<file path="src/rtl/reset_sequencer.sv">
// reset_sequencer
//   Holds every downstream reset asserted until the PLL has been locked for
//   HOLD_CYCLES. It then releases the channels one at a time in ascending
//   order, STAGGER_CYCLES apart. Once all channels are out of reset, the
//   block watches for a re-trigger:
//     - PLL loss
//     - software request
//     - optional watchdog timeout
//   A re-trigger restarts the whole sequence and records its cause.
//
//   Optional feature: define RSTSEQ_WDT_EN to build the watchdog. Without it,
//   wdt_kick is accepted but has no effect.
//
// Ports
//   clk         block clock; all logic is rising-edge
//   rst_n       asynchronous active-low reset
//   pll_locked  PLL lock; asynchronous to clk and synchronized inside
//   sw_rst_req  software reset request, level-sampled in RELEASE/RUN
//   wdt_kick    watchdog restart strobe
//   rst_n_out   per-channel active-low resets (registered)
//   seq_done    high once every channel has been released
//   rst_cause   cause of the last reset: 00 POR, 01 PLL loss, 10 sw, 11 wdt

// One registered reset output. Release is sticky until a global clear.
module reset_seq_chan (
  input  logic clk,
  input  logic rst_n,
  input  logic clr,
  input  logic set,
  output logic q
);
  always_ff @(posedge clk or negedge rst_n) begin
    if (!rst_n)   q <= 1'b0;
    else if (clr) q <= 1'b0;
    else if (set) q <= 1'b1;
  end
endmodule

module reset_sequencer #(
  parameter int NCH            = 3,
  parameter int CNT_W          = 16,
  parameter int HOLD_CYCLES    = 255,
  parameter int STAGGER_CYCLES = 16,
  parameter int WDT_CYCLES     = 65535
) (
  input  logic           clk,
  input  logic           rst_n,
  input  logic           pll_locked,
  input  logic           sw_rst_req,
  input  logic           wdt_kick,
  output logic [NCH-1:0] rst_n_out,
  output logic           seq_done,
  output logic [1:0]     rst_cause
);

  localparam int IDX_W = (NCH > 1) ? $clog2(NCH) : 1;
  localparam logic [CNT_W-1:0] HOLD_LAST = CNT_W'(HOLD_CYCLES - 1);
  localparam logic [CNT_W-1:0] STAG_LAST = CNT_W'(STAGGER_CYCLES - 1);
  localparam logic [IDX_W-1:0] LAST_IDX  = IDX_W'(NCH - 1);

  localparam logic [1:0] CAUSE_POR = 2'b00;
  localparam logic [1:0] CAUSE_PLL = 2'b01;
  localparam logic [1:0] CAUSE_SW  = 2'b10;
  localparam logic [1:0] CAUSE_WDT = 2'b11;

  typedef enum logic [1:0] {
    ST_ASSERT  = 2'd0,
    ST_RELEASE = 2'd1,
    ST_RUN     = 2'd2
  } state_t;

  state_t state_q, state_d;

  // Lock synchronizer. It powers up as "unlocked", so a POR always starts
  // with a full hold count.
  logic [1:0] sync_pipe;
  logic       lock_s;

  always_ff @(posedge clk or negedge rst_n) begin
    if (!rst_n) sync_pipe <= 2'b00;
    else        sync_pipe <= {sync_pipe[0], pll_locked};
  end
  assign lock_s = sync_pipe[1];

  // Watchdog
  logic wdt_to;

`ifdef RSTSEQ_WDT_EN
  localparam logic [CNT_W-1:0] WDT_LAST = CNT_W'(WDT_CYCLES - 1);
  logic [CNT_W-1:0] wdt_q;

  // The counter is held at 0 outside RUN, so it is already clear when RUN
  // is entered. A kick in the terminal cycle takes precedence over the
  // timeout.
  always_ff @(posedge clk or negedge rst_n) begin
    if (!rst_n)                            wdt_q <= '0;
    else if (state_q != ST_RUN || wdt_kick) wdt_q <= '0;
    else                                   wdt_q <= wdt_q + 1'b1;
  end

  assign wdt_to = (state_q == ST_RUN) && (wdt_q == WDT_LAST) && !wdt_kick;
`else
  logic unused_wdt_kick;
  assign unused_wdt_kick = wdt_kick;
  assign wdt_to          = 1'b0;
`endif

  // Re-trigger detection. A re-trigger only matters outside ASSERT. When
  // several sources are active, only the highest-priority cause is kept.
  logic       retrig;
  logic [1:0] cause_nxt;

  assign retrig = !lock_s || wdt_to || sw_rst_req;

  always_comb begin
    if (!lock_s)     cause_nxt = CAUSE_PLL;
    else if (wdt_to) cause_nxt = CAUSE_WDT;
    else             cause_nxt = CAUSE_SW;
  end

  // Shared hold/stagger counter, next-channel index, and registered flags
  logic [CNT_W-1:0] cnt_q, cnt_d;
  logic [IDX_W-1:0] idx_q, idx_d;
  logic             done_q, done_d;
  logic [1:0]       cause_q, cause_d;
  logic [NCH-1:0]   rel_set;
  logic             clr_all;

  // State register
  always_ff @(posedge clk or negedge rst_n) begin
    if (!rst_n) state_q <= ST_ASSERT;
    else        state_q <= state_d;
  end

  // Next-state logic
  always_comb begin
    state_d = state_q;
    unique case (state_q)
      ST_ASSERT:
        if (lock_s && cnt_q == HOLD_LAST) begin
          state_d = (NCH == 1) ? ST_RUN : ST_RELEASE;
        end
      ST_RELEASE:
        if (retrig)                                       state_d = ST_ASSERT;
        else if (cnt_q == STAG_LAST && idx_q == LAST_IDX) state_d = ST_RUN;
      ST_RUN:
        if (retrig) state_d = ST_ASSERT;
      default:
        state_d = ST_ASSERT;
    endcase
  end

  // Output / datapath next values
  always_comb begin
    cnt_d   = cnt_q;
    idx_d   = idx_q;
    done_d  = done_q;
    cause_d = cause_q;
    rel_set = '0;
    clr_all = 1'b0;
    unique case (state_q)
      ST_ASSERT: begin
        // Any drop of lock restarts the hold window. The cause was already
        // recorded when the re-trigger fired.
        if (!lock_s) begin
          cnt_d = '0;
        end else if (cnt_q == HOLD_LAST) begin
          cnt_d      = '0;
          rel_set[0] = 1'b1;
          idx_d      = IDX_W'(1);
          done_d     = (NCH == 1);
        end else begin
          cnt_d = cnt_q + 1'b1;
        end
      end
      ST_RELEASE: begin
        if (retrig) begin
          clr_all = 1'b1;
          cnt_d   = '0;
          idx_d   = '0;
          done_d  = 1'b0;
          cause_d = cause_nxt;
        end else if (cnt_q == STAG_LAST) begin
          cnt_d          = '0;
          rel_set[idx_q] = 1'b1;
          idx_d          = idx_q + 1'b1;
          done_d         = (idx_q == LAST_IDX);
        end else begin
          cnt_d = cnt_q + 1'b1;
        end
      end
      ST_RUN: begin
        if (retrig) begin
          clr_all = 1'b1;
          cnt_d   = '0;
          idx_d   = '0;
          done_d  = 1'b0;
          cause_d = cause_nxt;
        end
      end
      default: begin
        clr_all = 1'b1;
        cnt_d   = '0;
        idx_d   = '0;
        done_d  = 1'b0;
      end
    endcase
  end

  always_ff @(posedge clk or negedge rst_n) begin
    if (!rst_n) begin
      cnt_q   <= '0;
      idx_q   <= '0;
      done_q  <= 1'b0;
      cause_q <= CAUSE_POR;
    end else begin
      cnt_q   <= cnt_d;
      idx_q   <= idx_d;
      done_q  <= done_d;
      cause_q <= cause_d;
    end
  end

  // Per-channel reset registers
  for (genvar k = 0; k < NCH; k++) begin : g_chan
    reset_seq_chan u_chan (
      .clk   (clk),
      .rst_n (rst_n),
      .clr   (clr_all),
      .set   (rel_set[k]),
      .q     (rst_n_out[k])
    );
  end

  assign seq_done  = done_q;
  assign rst_cause = cause_q;

endmodule
</file>
<file path="config.mk">
export PLATFORM = sky130hd
export DESIGN_NAME = reset_sequencer
export DESIGN_NICKNAME = d
export VERILOG_FILES = /design/src/rtl/reset_sequencer.sv
export SDC_FILE = /design/constraint.sdc
export NUM_CORES = 1
export LEC_CHECK = 0
export CAP_MARGIN = 10
export CORE_MARGIN = 4
export CORE_UTILIZATION = 34
export CTS_BUF_LIST = sky130_fd_sc_hd__clkbuf_4
export CTS_CLUSTER_DIAMETER = 60
export DETAILED_ROUTE_END_ITERATION = 6
export DONT_BUFFER_PORTS = 1
export GPL_TIMING_DRIVEN = 0
export PLACE_DENSITY_LB_ADDON = 0.3
export SETUP_SLACK_MARGIN = 0.3
export SLEW_MARGIN = 30
export SYNTH_ARGS = -nofsm -noshare
export SYNTH_HDL_FRONTEND = slang
export SYNTH_SLANG_ARGS = --single-unit
</file>
<file path="constraint.sdc">
create_clock -name clk -period 2.71 [get_ports clk]
set_clock_uncertainty 0.15 [all_clocks]
set_input_delay 0.542 -clock clk [delete_from_list [all_inputs] [get_ports clk]]
set_output_delay 0.542 -clock clk [all_outputs]
set_load 0.02 [all_outputs]
</file>
==> results.py, run 1 <==
metrics = {
    "timing": {
        "hold_viol_final": 0,
        "fin_crit_ns": 2.375,
        "slew_headroom_pct": 64.27,
        "final.setup.tns_ns": 0,
        "tightest_slew_ns": 0.5310,
        "final.period_utilization_pct": 87.65,
        "setup_viol_count_final": 0,
        "fmax_mhz": 421.0,
        "drv_slew": 0,
        "grt_setup_unrepaired": "false",
        "timing.final.ws_setup_ns": 0.3347,
    },
    "synth": {
        "syn_inst": 166,
        "synth_edf_count": 0,
        "synth_ff_type": "dfrtp_1",
        "synth_fp_nets": 179,
        "synth_cell_types": 36,
        "yosysSeqAreaShare_pct": 43.92,
        "synth-seq-cells": 28,
        "netlist_area_um2": 1595,
        "synth_warnings": 0,
        "syn-mean-instance-area_um2": 9.610,
        "async_flop_share_pct": 100.0,
    },
    "clock_network": {
        "cts-htree-levels": 1,
        "cts_sinks": 28,
        "cts_tree": "built",
        "cts_made_buffers": 3,
        "path_clk_slew_ns": 0.16,
        "cts_buffer_depth": 2,
        "clock_latency_ns": 0.34,
        "cts_root_buf": "clkbuf_4",
    },
    "power_and_ir_drop": {
        "peakVddDrop_mv": 0.2410,
        "leakage_nw": 0.8568,
        "p_sw_mw": 0.1721,
        "power_frac_clock_pct": 27.6,
        "power_density_nw_per_um2": 360.6,
        "sequentialPowerShare_pct": 64.1,
        "internal-power_mw": 0.5015,
        "p_sw_share_pct": 25.55,
        "combPwrFrac_pct": 8.3,
    },
    "min_path": {
        "hp-class": "in -> reg",
    },
    "cells_and_area": {
        "layout_common_cells": "27 x dfrtp_1, 18 x nand2_1, 16 x buf_4, 13 x a21oi_1, 10 x a31oi_1",
        "final_area_um2": 1868,
        "layout.cells.most_common": "dfrtp_1",
        "final_util_pct": 42.03,
        "fin_nets": 201,
        "area_growth_pct": 17.10,
        "n_antenna_cell": 0,
        "drive_above_1_share_pct": 19.79,
    },
    "route": {
        "drc": 0,
        "via_count": 1379,
        "drt.antenna.violating_nets": 0,
        "avgViaCountPerCell": 5.770,
        "wirelength_um": 3868,
        "wl_per_cell_um": 16.18,
        "dr.first_iter.drc_count": 91,
        "dr.pass1.iters": 4,
    },
    "floorplan": {
        "num_rows": 24,
        "fp.dieW_um": 76.50,
        "ios": 11,
        "die-area_um2": 5852,
        "start_util_pct": 35.90,
        "core_region_area_um2": 4444,
        "die_h_um": 76.50,
    },
    "run_status": {
        "outcome": "finished, final reports clean",
    },
    "grt": {
        "grt_overflow_total": 0,
        "grt_pass1_wl_um": 6196,
        "antenna_found_initial": 0,
        "grt_max_degree": 29,
        "track_usage_pct": 13.11,
        "grt_pass1_vias": 1336,
    },
    "critical_path": {
        "crit_type": "reg -> reg",
        "cp-start-kind": "register",
        "critical_path_peak_fanout": 9,
        "cp.arrival_ns": 2.47,
        "cp-end-kind": "register",
        "ff2ff_setup_slack_ns": 0.33,
        "required_ns": 2.80,
    },
    "place": {
        "hpwl_um": 2651,
        "portBuffers": 0,
        "dp_slack_ns": 0.1091,
        "globalplace.congestion": 0.8768,
        "placed_area_um2": 1660,
    },
    "run": {
        "maxCapViolCount": 0,
    },
}
cells in the mapped netlist (3+ instances only):
master / count / area [um^2]
nor3_1: 3 / 15.01
nand2_1: 18 / 67.56
buf_4: 3 / 22.52
ha_1: 8 / 100.1
nor2_1: 8 / 30.03
clkbuf_1: 5 / 18.77
o21ai_0: 8 / 40.04
nand3_1: 6 / 30.03
a31oi_1: 10 / 62.56
nand4_1: 5 / 31.28
inv_1: 5 / 18.77
a21oi_1: 14 / 70.07
and2_1: 5 / 31.28
and3_1: 8 / 50.05
dfrtp_1: 28 / 700.7
nor2b_1: 3 / 18.77
cell families (layout without fill, tap and decap cells):
kind of cell | after synthesis | after routing | synth area share [%]
adder cells (fa/ha/maj) | 8 | 8 | 6.275
AO/OA/AOI/OAI | 48 | 48 | 21.96
flip-flops | 28 | 28 | 43.92
buffers and inverters | 14 | 35 | 4.078
AND/OR/NAND/NOR | 66 | 66 | 22.51
multiplexers | 2 | 2 | 1.255
critical path: stages (launching register included):
cell	delay (ns)
dfrtp_1	0.44
or4_4	0.60
o41ai_4	0.40
buf_6	0.19
nand2_8	0.07
and3_1	0.17
a221o_1	0.26
final timing paths:
path,from,end,cells after the start
min in group asynchronous,rst_n,sync_pipe[0],2
max in group asynchronous,rst_n,cnt_q[9],2
worst max-delay path,cnt_q[15],cnt_q[15],6
worst min register to register,sync_pipe[0],sync_pipe[1],0
worst max register to register,cnt_q[15],cnt_q[15],6
worst min-delay path,pll_locked,sync_pipe[0],0
power by group through the flow:
stage / Sequential (mW) / Clock [mW] / Combinational, mW
6_report: 0.432 / 0.186 / 0.0558
5_1_grt: 0.433 / 0.210 / 0.0625
4_1_cts: 0.432 / 0.189 / 0.0524
3_5_place_dp: 0.439 / 0 / 0.0372
3_3_place_gp: 0.439 / 0 / 0.0360
2_1_floorplan: 0.438 / 0 / 0.0293
sequential cells by signal, indices dropped and copies added, names as in the netlist:
name,cells
cnt_q,16
seq_done,1
rst_cause,2
g_chan.u_chan.q,3
sync_pipe,2
idx_q,2
state_q,2
cell type report:
cell class / count / area (um^2)
timing repair buffer: 17 / 150.1
fill: 437 / 2576
multi-input combinational: 124 / 852.1
sequential: 28 / 701.9
clock inverter: 1 / 3.754
clock buffer: 3 / 22.52
tap: 52 / 65.06
buffer: 9 / 53.80
inverter: 5 / 18.77
metal layers:
| layer | part of all wire (%) | global-route usage [%] | routed length [um] |
|---|---|---|---|
| met5 | 0 | 0 | 0 |
| met1 | 48 | 16.53 | 1847 |
| met4 | 1.7 | 7.428 | 67 |
| met2 | 48 | 21.18 | 1847 |
| met3 | 2.7 | 2.128 | 106 |
through the flow:
stage	hold slack [ns]	total power [mW]	instances
6_report	0.05448	0.6736	239
2_1_floorplan	0.09641	0.4669	166
5_1_grt	0.02353	0.7058	239
3_3_place_gp	0.09717	0.4748	218
4_1_cts	0.04703	0.6730	230
3_5_place_dp	0.09702	0.4767	218
repair_timing:
item / CTS / global route
endpoints found under the setup margin: 18 / 15
cloned: 0 / 0
hold buffers: 2 / 0
buffers inserted: 6 / 9
pin swaps: 3 / 4
gates resized for setup: 2 / 12
endpoints found under the hold margin: 28 / 0
Note: power is estimated with default switching activity, not from simulation.
==> run 2, diff against run 1 <==
- GPL_TIMING_DRIVEN: 0 -> not set
==> run 2 against run 1 <==
Effect of this change:
- sequential power up 0.9%
- die area unchanged
- register-to-register slack about the same
- global-route usage down 0.36 points
- largest cell class unchanged
==> results.py, run 2 (synthesized netlist as in run 1, its figures left out) <==
metrics = {
    "route": {
        "wl_per_cell_um": 15.23,
        "drt.antenna.violating_nets": 0,
        "dr.first_iter.drc_count": 63,
        "drc": 0,
        "avgViaCountPerCell": 5.752,
        "via_count": 1346,
        "wirelength_um": 3563,
        "dr.pass1.iters": 4,
    },
    "critical_path": {
        "crit_type": "reg -> reg",
        "slowest_stage": "or4_4",
        "crit_chain": "or4_4 -> o41ai_4 -> buf_6 -> nand2_8 -> and3_4 -> a221o_1",
        "cp-end-kind": "register",
        "crit_buf_inv": 1,
        "r2r_cells": 6,
        "ff2ff_setup_slack_ns": 0.34,
        "worstReg2RegEnd": "cnt_q[15]",
        "max_stage_delay_ns": 0.56,
        "required_ns": 2.78,
        "cp-start-kind": "register",
        "critical_path_peak_fanout": 8,
        "r2r_start": "cnt_q[6]",
        "cp.arrival_ns": 2.44,
        "crit_family": "simple AND/OR/NAND/NOR gates",
    },
    "run": {
        "maxCapViolCount": 0,
    },
    "cells_and_area": {
        "multi_input_area_um2": 867.1,
        "fillers": 430,
        "seq_area_um2": 701.9,
        "layout.cells.most_common": "dfrtp_1",
        "largest_reg_flops": 16,
        "final_util_pct": 42.34,
        "n_antenna_cell": 0,
        "area_growth_pct": 17.96,
        "top_register": "cnt_q",
        "fin_nets": 196,
        "top_regs": "cnt_q: 16 flops, g_chan.u_chan.q: 3 flops",
        "layout_common_cells": "27 x dfrtp_1, 18 x nand2_1, 18 x buf_4, 14 x a21oi_1, 10 x a31oi_1",
        "drive_above_1_share_pct": 20.88,
    },
    "place": {
        "portBuffers": 0,
        "hpwl_um": 2548,
        "globalplace.congestion": 0.8109,
        "dp_slack_ns": 0.2240,
    },
    "floorplan": {
        "core_region_area_um2": 4444,
        "num_rows": 24,
        "die_h_um": 76.50,
        "fp.dieW_um": 76.50,
        "ios": 11,
        "die-area_um2": 5852,
        "start_util_pct": 35.90,
    },
    "timing": {
        "setup_viol_count_final": 0,
        "fmax_mhz": 422.6,
        "final.period_utilization_pct": 87.31,
        "grt_setup_unrepaired": "true",
        "tightest_slew_ns": 0.5369,
        "hold_viol_final": 0,
        "timing.final.ws_setup_ns": 0.3440,
        "slew_headroom_pct": 64.21,
        "final.setup.tns_ns": 0,
        "fin_crit_ns": 2.366,
        "drv_slew": 0,
    },
    "clock_network": {
        "path_clk_slew_ns": 0.15,
        "cts_tree": "built",
        "clock_latency_ns": 0.33,
        "cts_sinks": 28,
        "cts_buffer_depth": 2,
        "cts_root_buf": "clkbuf_4",
        "cts_made_buffers": 3,
        "cts-htree-levels": 1,
    },
    "power_and_ir_drop": {
        "power_density_nw_per_um2": 402.7,
        "internal-power_mw": 0.5971,
        "p_sw_share_pct": 21.21,
        "leakage_nw": 0.8614,
        "peakVddDrop_mv": 0.2126,
        "p_sw_mw": 0.1607,
        "combPwrFrac_pct": 6.6,
        "sequentialPowerShare_pct": 57.6,
        "power_frac_clock_pct": 35.8,
    },
    "min_path": {
        "whs_endpoint": "sync_pipe[0]",
        "hold_start": "pll_locked",
        "hold_depth": 0,
        "hp-class": "in -> reg",
    },
    "grt": {
        "grt_util_met3_pct": 2.482,
        "use_met2_pct": 20.30,
        "grt_pass1_vias": 1273,
        "track_usage_pct": 12.75,
        "grt_overflow_total": 0,
        "grtUsageMet1_pct": 17.53,
        "grt-busiest-layer": "met2",
        "antenna_found_initial": 0,
        "grt_max_degree": 29,
        "grt_pass1_wl_um": 6223,
    },
    "run_status": {
        "outcome": "finished, final reports clean",
    },
}
## run 2: cell count changes in the layout (fill, tap and decap cells not counted), sizes merged
| cell | change |
|---|---|
| clkbuf | -5 |
| clkinv | -1 |
| bufinv | +1 |
## run 2: cell type report
| cell class | instances | area share [%] |
|---|---|---|
| clock buffer | 3 | 1.197 |
| multi-input combinational | 124 | 46.08 |
| clock inverter | 1 | 1.596 |
| tap | 52 | 3.457 |
| inverter | 5 | 0.9973 |
| sequential | 28 | 37.30 |
| timing repair buffer | 21 | 9.375 |
## run 2: worst register-to-register path, delay by kind of cell, from the launching register on
family | cells | cell delay [ns]
AO/OA/AOI/OAI | 2 | 0.67
flip-flops | 1 | 0.45
buffers and inverters | 1 | 0.20
AND/OR/NAND/NOR | 3 | 0.80
## run 2: metrics by stage
stage | total power, mW | hold WS (ns) | area [um^2] | cells
2_1_floorplan | 0.4669 | 0.09641 | 1595 | 166
3_3_place_gp | 0.4723 | 0.09706 | 1644 | 213
3_5_place_dp | 0.4741 | 0.09708 | 1644 | 213
4_1_cts | 0.7647 | 0.04467 | 1743 | 221
5_1_grt | 0.7931 | 0.02797 | 1882 | 234
6_report | 0.7579 | 0.06480 | 1882 | 234
## run 2: worst max path at each step
stage	startpoint	endpoint	slack [ns]	cells after the start
floorplan	cnt_q[9]	cnt_q[15]	0.33	5
global placement	cnt_q[10]	cnt_q[8]	0.23	6
detailed placement	cnt_q[10]	cnt_q[8]	0.22	6
CTS	cnt_q[13]	cnt_q[8]	0.29	6
global route	cnt_q[10]	cnt_q[5]	0.25	6
finish	cnt_q[6]	cnt_q[15]	0.34	6
## run 2: power groups by stage
| stage | clock network, mW | registers (mW) | logic [mW] |
|---|---|---|---|
| 3_5_place_dp | 0 | 0.444 | 0.0299 |
| 3_3_place_gp | 0 | 0.444 | 0.0288 |
| 2_1_floorplan | 0 | 0.438 | 0.0293 |
| 4_1_cts | 0.284 | 0.436 | 0.0447 |
| 6_report | 0.271 | 0.436 | 0.0500 |
| 5_1_grt | 0.298 | 0.439 | 0.0561 |
## run 2: timing repair
| item | 4_1_cts | 5_1_grt |
|---|---|---|
| cloned | 0 | 0 |
| hold buffers | 2 | 0 |
| endpoints found under the hold margin | 28 | 0 |
| setup endpoints to repair | 4 | 20 |
| buffers inserted | 2 | 13 |
| gates resized for setup | 1 | 10 |
| pin swaps | 1 | 3 |
## run 2: metal layers
layer  routed length (um)  part of all wire, %  up-vias
met5                    0                    0        -
met2                 1664                   47       30
met4                   51                  1.4        0
met3                  100                  2.8        4
met1                 1746                   49      666
li1                     -                    -      646
